===== config.mk =====
export PLATFORM = sky130hd
export DESIGN_NAME = mandel_iter_sched
export DESIGN_NICKNAME = d
export VERILOG_FILES = /design/src/rtl/mandel_pkg.sv /design/src/rtl/raster_counter.sv /design/src/rtl/mandel_iter_sched.sv
export SDC_FILE = /design/constraint.sdc
export NUM_CORES = 1
export LEC_CHECK = 0
export BUFFER_PORTS_ARGS = -buffer_cell sky130_fd_sc_hd__buf_2
export CAP_MARGIN = 30
export CORE_AREA = 2 2 99 101
export DETAILED_ROUTE_END_ITERATION = 8
export DIE_AREA = 0 0 101 103
export PLACE_DENSITY = 0.72
export SLEW_MARGIN = 20
export SYNTH_ARGS = -nofsm -noshare
export SYNTH_HDL_FRONTEND = slang
export SYNTH_SLANG_ARGS = --single-unit

===== constraint.sdc =====
create_clock -name clk -period 2.65 [get_ports clk]
set_input_delay 0.53 -clock clk [delete_from_list [all_inputs] [get_ports clk]]
set_output_delay 0.53 -clock clk [all_outputs]
set_load 0.02 [all_outputs]

===== src/rtl/mandel_pkg.sv =====
// Shared types and defaults for the Mandelbrot iteration scheduler.
package mandel_pkg;

    // Control states of the per-pixel iteration sequencer.
    typedef enum logic [2:0] {
        IDLE  = 3'd0,
        INIT  = 3'd1,
        CALC  = 3'd2,
        CHECK = 3'd3,
        EMIT  = 3'd4,
        DONE  = 3'd5
    } state_t;

    localparam int DEF_STAGES = 2;
    localparam int DEF_ITER_W = 16;
    localparam int DEF_H_RES  = 640;
    localparam int DEF_V_RES  = 480;
    localparam int DEF_X_W    = 10;
    localparam int DEF_Y_W    = 9;

    // Width of an index register able to address n items (at least one bit).
    function automatic int idx_width(input int n);
        if (n > 1) begin
            return $clog2(n);
        end else begin
            return 1;
        end
    endfunction

endpackage


===== src/rtl/raster_counter.sv =====
// Raster walker: column/row position of the pixel being computed, advanced
// once per transferred result and wrapped to (0,0) after the final pixel.
module raster_counter
    import mandel_pkg::*;
#(
    parameter int H_RES = DEF_H_RES,
    parameter int V_RES = DEF_V_RES,
    parameter int X_W   = DEF_X_W,
    parameter int Y_W   = DEF_Y_W
) (
    input  logic           clk,
    input  logic           rst_n,
    input  logic           advance_i,
    output logic [X_W-1:0] pix_x_o,
    output logic [Y_W-1:0] pix_y_o,
    output logic           last_o
);

    localparam logic [X_W-1:0] X_LAST = X_W'(H_RES - 1);
    localparam logic [Y_W-1:0] Y_LAST = Y_W'(V_RES - 1);

    logic [X_W-1:0] x_q, x_d;
    logic [Y_W-1:0] y_q, y_d;
    logic           at_eol_s;
    logic           at_last_s;

    assign at_eol_s  = (x_q == X_LAST);
    assign at_last_s = at_eol_s && (y_q == Y_LAST);

    // Next raster position: step right, wrap to the next line, or wrap the frame.
    always_comb begin
        x_d = x_q;
        y_d = y_q;
        if (advance_i) begin
            if (at_last_s) begin
                x_d = {X_W{1'b0}};
                y_d = {Y_W{1'b0}};
            end else if (at_eol_s) begin
                x_d = {X_W{1'b0}};
                y_d = y_q + Y_W'(1);
            end else begin
                x_d = x_q + X_W'(1);
                y_d = y_q;
            end
        end else begin
            x_d = x_q;
            y_d = y_q;
        end
    end

    // Position registers.
    always_ff @(posedge clk or negedge rst_n) begin
        if (!rst_n) begin
            x_q <= {X_W{1'b0}};
            y_q <= {Y_W{1'b0}};
        end else begin
            x_q <= x_d;
            y_q <= y_d;
        end
    end

    assign pix_x_o = x_q;
    assign pix_y_o = y_q;
    assign last_o  = at_last_s;

endmodule


===== src/rtl/mandel_iter_sched.sv =====
// Control sequencer for one Mandelbrot iteration datapath: steps the
// pipeline stages, counts iterations, decides escape/limit and hands one
// result per pixel to the output queue while walking a whole frame.
module mandel_iter_sched
    import mandel_pkg::*;
#(
    parameter int STAGES = DEF_STAGES,
    parameter int ITER_W = DEF_ITER_W,
    parameter int H_RES  = DEF_H_RES,
    parameter int V_RES  = DEF_V_RES,
    parameter int X_W    = DEF_X_W,
    parameter int Y_W    = DEF_Y_W
) (
    input  logic              clk,
    input  logic              rst_n,
    input  logic              start,
    input  logic [ITER_W-1:0] max_iter,
    input  logic              escaped,
    input  logic              queue_full,
    output logic              init,
    output logic              en_pixel_map,
    output logic [STAGES-1:0] en_stage,
    output logic [X_W-1:0]    pix_x,
    output logic [Y_W-1:0]    pix_y,
    output logic              res_valid,
    output logic [ITER_W-1:0] res_iter,
    output logic              res_escaped,
    output logic              res_last,
    output logic              busy,
    output logic              frame_done
);

    localparam int              SI_W       = idx_width(STAGES);
    localparam logic [SI_W-1:0] LAST_STAGE = SI_W'(STAGES - 1);

    state_t              state_q, state_d;
    logic [SI_W-1:0]     stage_idx_q, stage_idx_d;
    logic [ITER_W-1:0]   iter_cnt_q, iter_cnt_d;
    logic [ITER_W-1:0]   max_lat_q, max_lat_d;
    logic [ITER_W-1:0]   res_iter_q, res_iter_d;
    logic                res_escaped_q, res_escaped_d;
    logic                res_last_q, res_last_d;
    logic [STAGES-1:0]   en_stage_q, en_stage_d;
    logic                init_q;
    logic                en_map_q;
    logic                res_valid_q;
    logic                busy_q;
    logic                frame_done_q;

    logic [ITER_W-1:0]   iter_inc_s;
    logic                limit_hit_s;
    logic                transfer_s;
    logic                raster_last_s;

    // iter_cnt stays below max_lat, so the increment cannot wrap.
    assign iter_inc_s  = iter_cnt_q + ITER_W'(1);
    assign limit_hit_s = (iter_inc_s == max_lat_q);
    assign transfer_s  = (state_q == EMIT) && !queue_full;

    raster_counter #(
        .H_RES (H_RES),
        .V_RES (V_RES),
        .X_W   (X_W),
        .Y_W   (Y_W)
    ) u_raster (
        .clk       (clk),
        .rst_n     (rst_n),
        .advance_i (transfer_s),
        .pix_x_o   (pix_x),
        .pix_y_o   (pix_y),
        .last_o    (raster_last_s)
    );

    // Next state plus stage index, iteration count, limit latch and result capture.
    always_comb begin
        state_d       = state_q;
        stage_idx_d   = stage_idx_q;
        iter_cnt_d    = iter_cnt_q;
        max_lat_d     = max_lat_q;
        res_iter_d    = res_iter_q;
        res_escaped_d = res_escaped_q;
        res_last_d    = res_last_q;
        case (state_q)
            IDLE: begin
                if (start) begin
                    // A zero limit would never terminate; run one iteration instead.
                    max_lat_d = (max_iter == ITER_W'(0)) ? ITER_W'(1) : max_iter;
                    state_d   = INIT;
                end else begin
                    state_d = IDLE;
                end
            end
            INIT: begin
                iter_cnt_d  = ITER_W'(0);
                stage_idx_d = SI_W'(0);
                state_d     = CALC;
            end
            CALC: begin
                if (stage_idx_q == LAST_STAGE) begin
                    state_d = CHECK;
                end else begin
                    stage_idx_d = stage_idx_q + SI_W'(1);
                    state_d     = CALC;
                end
            end
            CHECK: begin
                iter_cnt_d = iter_inc_s;
                if (escaped || limit_hit_s) begin
                    // Escape wins when it coincides with the limit.
                    res_iter_d    = iter_inc_s;
                    res_escaped_d = escaped;
                    res_last_d    = raster_last_s;
                    state_d       = EMIT;
                end else begin
                    stage_idx_d = SI_W'(0);
                    state_d     = CALC;
                end
            end
            EMIT: begin
                if (!queue_full) begin
                    state_d = raster_last_s ? DONE : INIT;
                end else begin
                    state_d = EMIT;
                end
            end
            DONE: begin
                state_d = IDLE;
            end
            default: begin
                state_d = IDLE;
            end
        endcase
    end

    // One-hot stage enable for the coming cycle, decoded from the next stage index.
    always_comb begin
        en_stage_d = {STAGES{1'b0}};
        for (int i = 0; i < STAGES; i++) begin
            if (state_d == CALC) begin
                en_stage_d[i] = (stage_idx_d == SI_W'(i));
            end else begin
                en_stage_d[i] = 1'b0;
            end
        end
    end

    // State, counters and output registers; outputs are decoded from the next state.
    always_ff @(posedge clk or negedge rst_n) begin
        if (!rst_n) begin
            state_q       <= IDLE;
            stage_idx_q   <= SI_W'(0);
            iter_cnt_q    <= ITER_W'(0);
            max_lat_q     <= ITER_W'(0);
            res_iter_q    <= ITER_W'(0);
            res_escaped_q <= 1'b0;
            res_last_q    <= 1'b0;
            en_stage_q    <= {STAGES{1'b0}};
            init_q        <= 1'b0;
            en_map_q      <= 1'b0;
            res_valid_q   <= 1'b0;
            busy_q        <= 1'b0;
            frame_done_q  <= 1'b0;
        end else begin
            state_q       <= state_d;
            stage_idx_q   <= stage_idx_d;
            iter_cnt_q    <= iter_cnt_d;
            max_lat_q     <= max_lat_d;
            res_iter_q    <= res_iter_d;
            res_escaped_q <= res_escaped_d;
            res_last_q    <= res_last_d;
            en_stage_q    <= en_stage_d;
            init_q        <= (state_d == INIT);
            en_map_q      <= (state_d == INIT);
            res_valid_q   <= (state_d == EMIT);
            busy_q        <= (state_d != IDLE);
            frame_done_q  <= (state_d == DONE);
        end
    end

    assign init         = init_q;
    assign en_pixel_map = en_map_q;
    assign en_stage     = en_stage_q;
    assign res_valid    = res_valid_q;
    assign res_iter     = res_iter_q;
    assign res_escaped  = res_escaped_q;
    assign res_last     = res_last_q;
    assign busy         = busy_q;
    assign frame_done   = frame_done_q;

endmodule


==> metrics.csv <==
metric,value,unit
FF+latch area,0.00198,mm^2
CP max FO,23,
max frequency,0.401,GHz
Setup TNS,0,ns
H-tree levels,3,
via density per instance,5.96,
Synth Register Bits,79,
Slew HR,0.538,
final count of hold timing violations,0,
io pins,65,
Clock Skew,0.0145,ns
Die Y,103,um
row count,36,
nets@finish,613,
Die X,101,um
Worst Tran Pin Value,0.683,ns
synth warn,0,
Tmin final,2.49,ns
core footprint,0.00946,mm^2
post-synth top area share,0.412,
CP Class,reg -> reg,
"Seq/Total Area, Yosys",0.412,
pin count of the biggest net entering global routing,43,
final WL,12500,um
Setup crit end kind,flip-flop,
clk_lat worst skew,0.35,ns
Post-synth ARST share,1.00,
Overall Global Routing Usage,0.253,
Min-Delay Path Class,in -> async,
multi-input logic area,0.00266,mm^2
gpl congestion,0.955,
total grt overflow,0,
CTS Buf Count,9,
cells after synthesis,500,
layout cell share with drive strength beyond 1,0.283,
dominant cell type by area after synthesis,dfrtp_1,
distinct cell type count after synthesis,61,
Worst EP arrival,2.73,ns
Setup crit start kind,flip-flop,
CTS Buffer Depth,2,
Peak supply drop,439,uV
# setup viols final,0,
CTS tree,done,
Power Density,787,mW/mm^2
DR pass1 iterations,5,
Final Max Slew Viols,0,
Synth Cell Area,0.00480,mm^2
CTS Sinks,79,
Clock Tree Root,clkbuf_8,
"top cells by area, synth","dfrtp_1 (41%), xnor2_1 (4.9%), nand2_1 (4.3%)",
syn_nets,524,
DIE AREA,0.0104,mm^2
CTS hold repair buffers,0,
final cycle utilization of the critical path,0.941,
Area growth syn-to-layout,19.7,%
n_diodes,0,
Initial Util,0.508,
overall power after layout,0.00452,W
most frequent cells in the layout,"dfrtp_1 (77), buf_2 (63), nand2_1 (55)",
first-pass GRT wire length,20700,um
"commonest non-fill, non-tap cell in the layout",dfrtp_1,
"Avg Cell Area, Syn",9.60,um^2
required time of the critical path,2.89,ns
Buffers on Ports,64,
post-DR wirelength/cell,17.7,um
status,finished clean,
leakage,2.60,nW
Max Cap Viol,0,
Worst-path clk slew,0.09,ns
Final ANT Viol Nets,0,
DP HPWL,9020,um
initial drt markers,238,
vias in the first global route,4095,
drt drc,0,
initial antenna violation count,0,
Fill cells,816,
Synth Flop Type,dfrtp_1,
hold_ws,0.162,ns
unrepaired setup endpoints after global routing,no,
number of flops mapped to enable cells by yosys,0,
Vias,4211,
state kept, by name, indices dropped and copies added (netlist names):
signal / flops
state_q: 3
res_escaped: 1
res_valid: 1
iter_cnt_q: 16
frame_done: 1
u_raster.pix_x_o: 10
stage_idx_q: 1
u_raster.pix_y_o: 9
max_lat_q: 16
res_iter: 16
res_last: 1
en_stage: 2
busy: 1
en_pixel_map: 1
metrics by stage:
step	area [um^2]	utilization	setup WS [ns]	std cells
3_3_place_gp	5460	0.577	0.102	689
5_1_grt	5750	0.608	0.0532	707
2_1_floorplan	4800	-	0.0826	500
4_1_cts	5680	0.601	0.0412	704
6_report	5750	0.608	0.155	707
3_5_place_dp	5460	0.577	0.0195	689
Yosys cell counts (8+ instances only):
master     n
nand2b_1   9
inv_1     11
a22oi_1   12
nand2_1   55
dfrtp_1   79
a21o_1     8
xnor2_1   27
clkbuf_1  16
and4_1     8
nor4_1     8
xor2_1    12
o21ai_0   25
nor2_1    25
nand3_1   13
a21oi_1   15
mux2i_1   11
mux2_2    17
and3_1    10
nand4_1   19
cell families after synthesis:
group	synth area share
multiplexers	0.0652
flip-flops	0.412
AND/OR/NAND/NOR	0.231
AO/OA/AOI/OAI	0.147
XOR/XNOR	0.0899
adder cells (fa/ha/maj)	0.00782
buffers and inverters	0.0472
worst max-delay path, cell delays in order, from the launching register on:
cell and delay, ns:
dfrtp_2 0.46, ha_4 0.21, and4_1 0.21, nand2_1 0.10, xnor3_1 0.25, nor4b_4 0.32
and4_4 0.27, buf_12 0.18, mux2i_1 0.09, or2_2 0.29
area by class of cell:
cell class	count	share of cell area
clock buffers	9	0.0216
clock inverters	6	0.0150
inverters	12	0.00784
multi-input cells	377	0.464
flip-flops and latches	79	0.344
well taps	114	0.0248
repair buffers	110	0.123
routing by layer:
metal | wire length, um | up-vias | GRT usage
met5 | 0 | - | 0
met4 | 190 | 0 | 0.0915
met3 | 646 | 20 | 0.0319
met2 | 5740 | 141 | 0.391
met1 | 5950 | 2057 | 0.368
li1 | - | 1993 | -
final timing paths:
| check | cells after the start | start | to | slack [ns] |
|---|---|---|---|---|
| hold reg to reg | 1 | stage_idx_q | en_stage[1] | 0.48 |
| min in group clk | 3 | max_iter[9] | max_lat_q[9] | 0.42 |
| setup reg to reg | 9 | iter_cnt_q[0] | res_iter[3] | 0.16 |
| setup / recovery | 9 | iter_cnt_q[0] | res_iter[3] | 0.16 |
| max in group asynchronous | 2 | rst_n | max_lat_q[15] | 1.89 |
| hold / removal | 1 | rst_n | iter_cnt_q[6] | 0.16 |
power breakdown:
part           switching [W]  internal (W)  total (W)
logic                0.00104      0.000801    0.00184
clock network       0.000441      0.000524   0.000965
registers           0.000275       0.00145    0.00172
total                0.00175       0.00277    0.00452
what timing repair did:
item	4_1_cts	5_1_grt
endpoints found under the hold margin	0	0
resized for setup	3	8
pin swaps	0	2
endpoints found under the setup margin	3	20
setup buffers	0	3
Power figures use the tool's default switching activity.
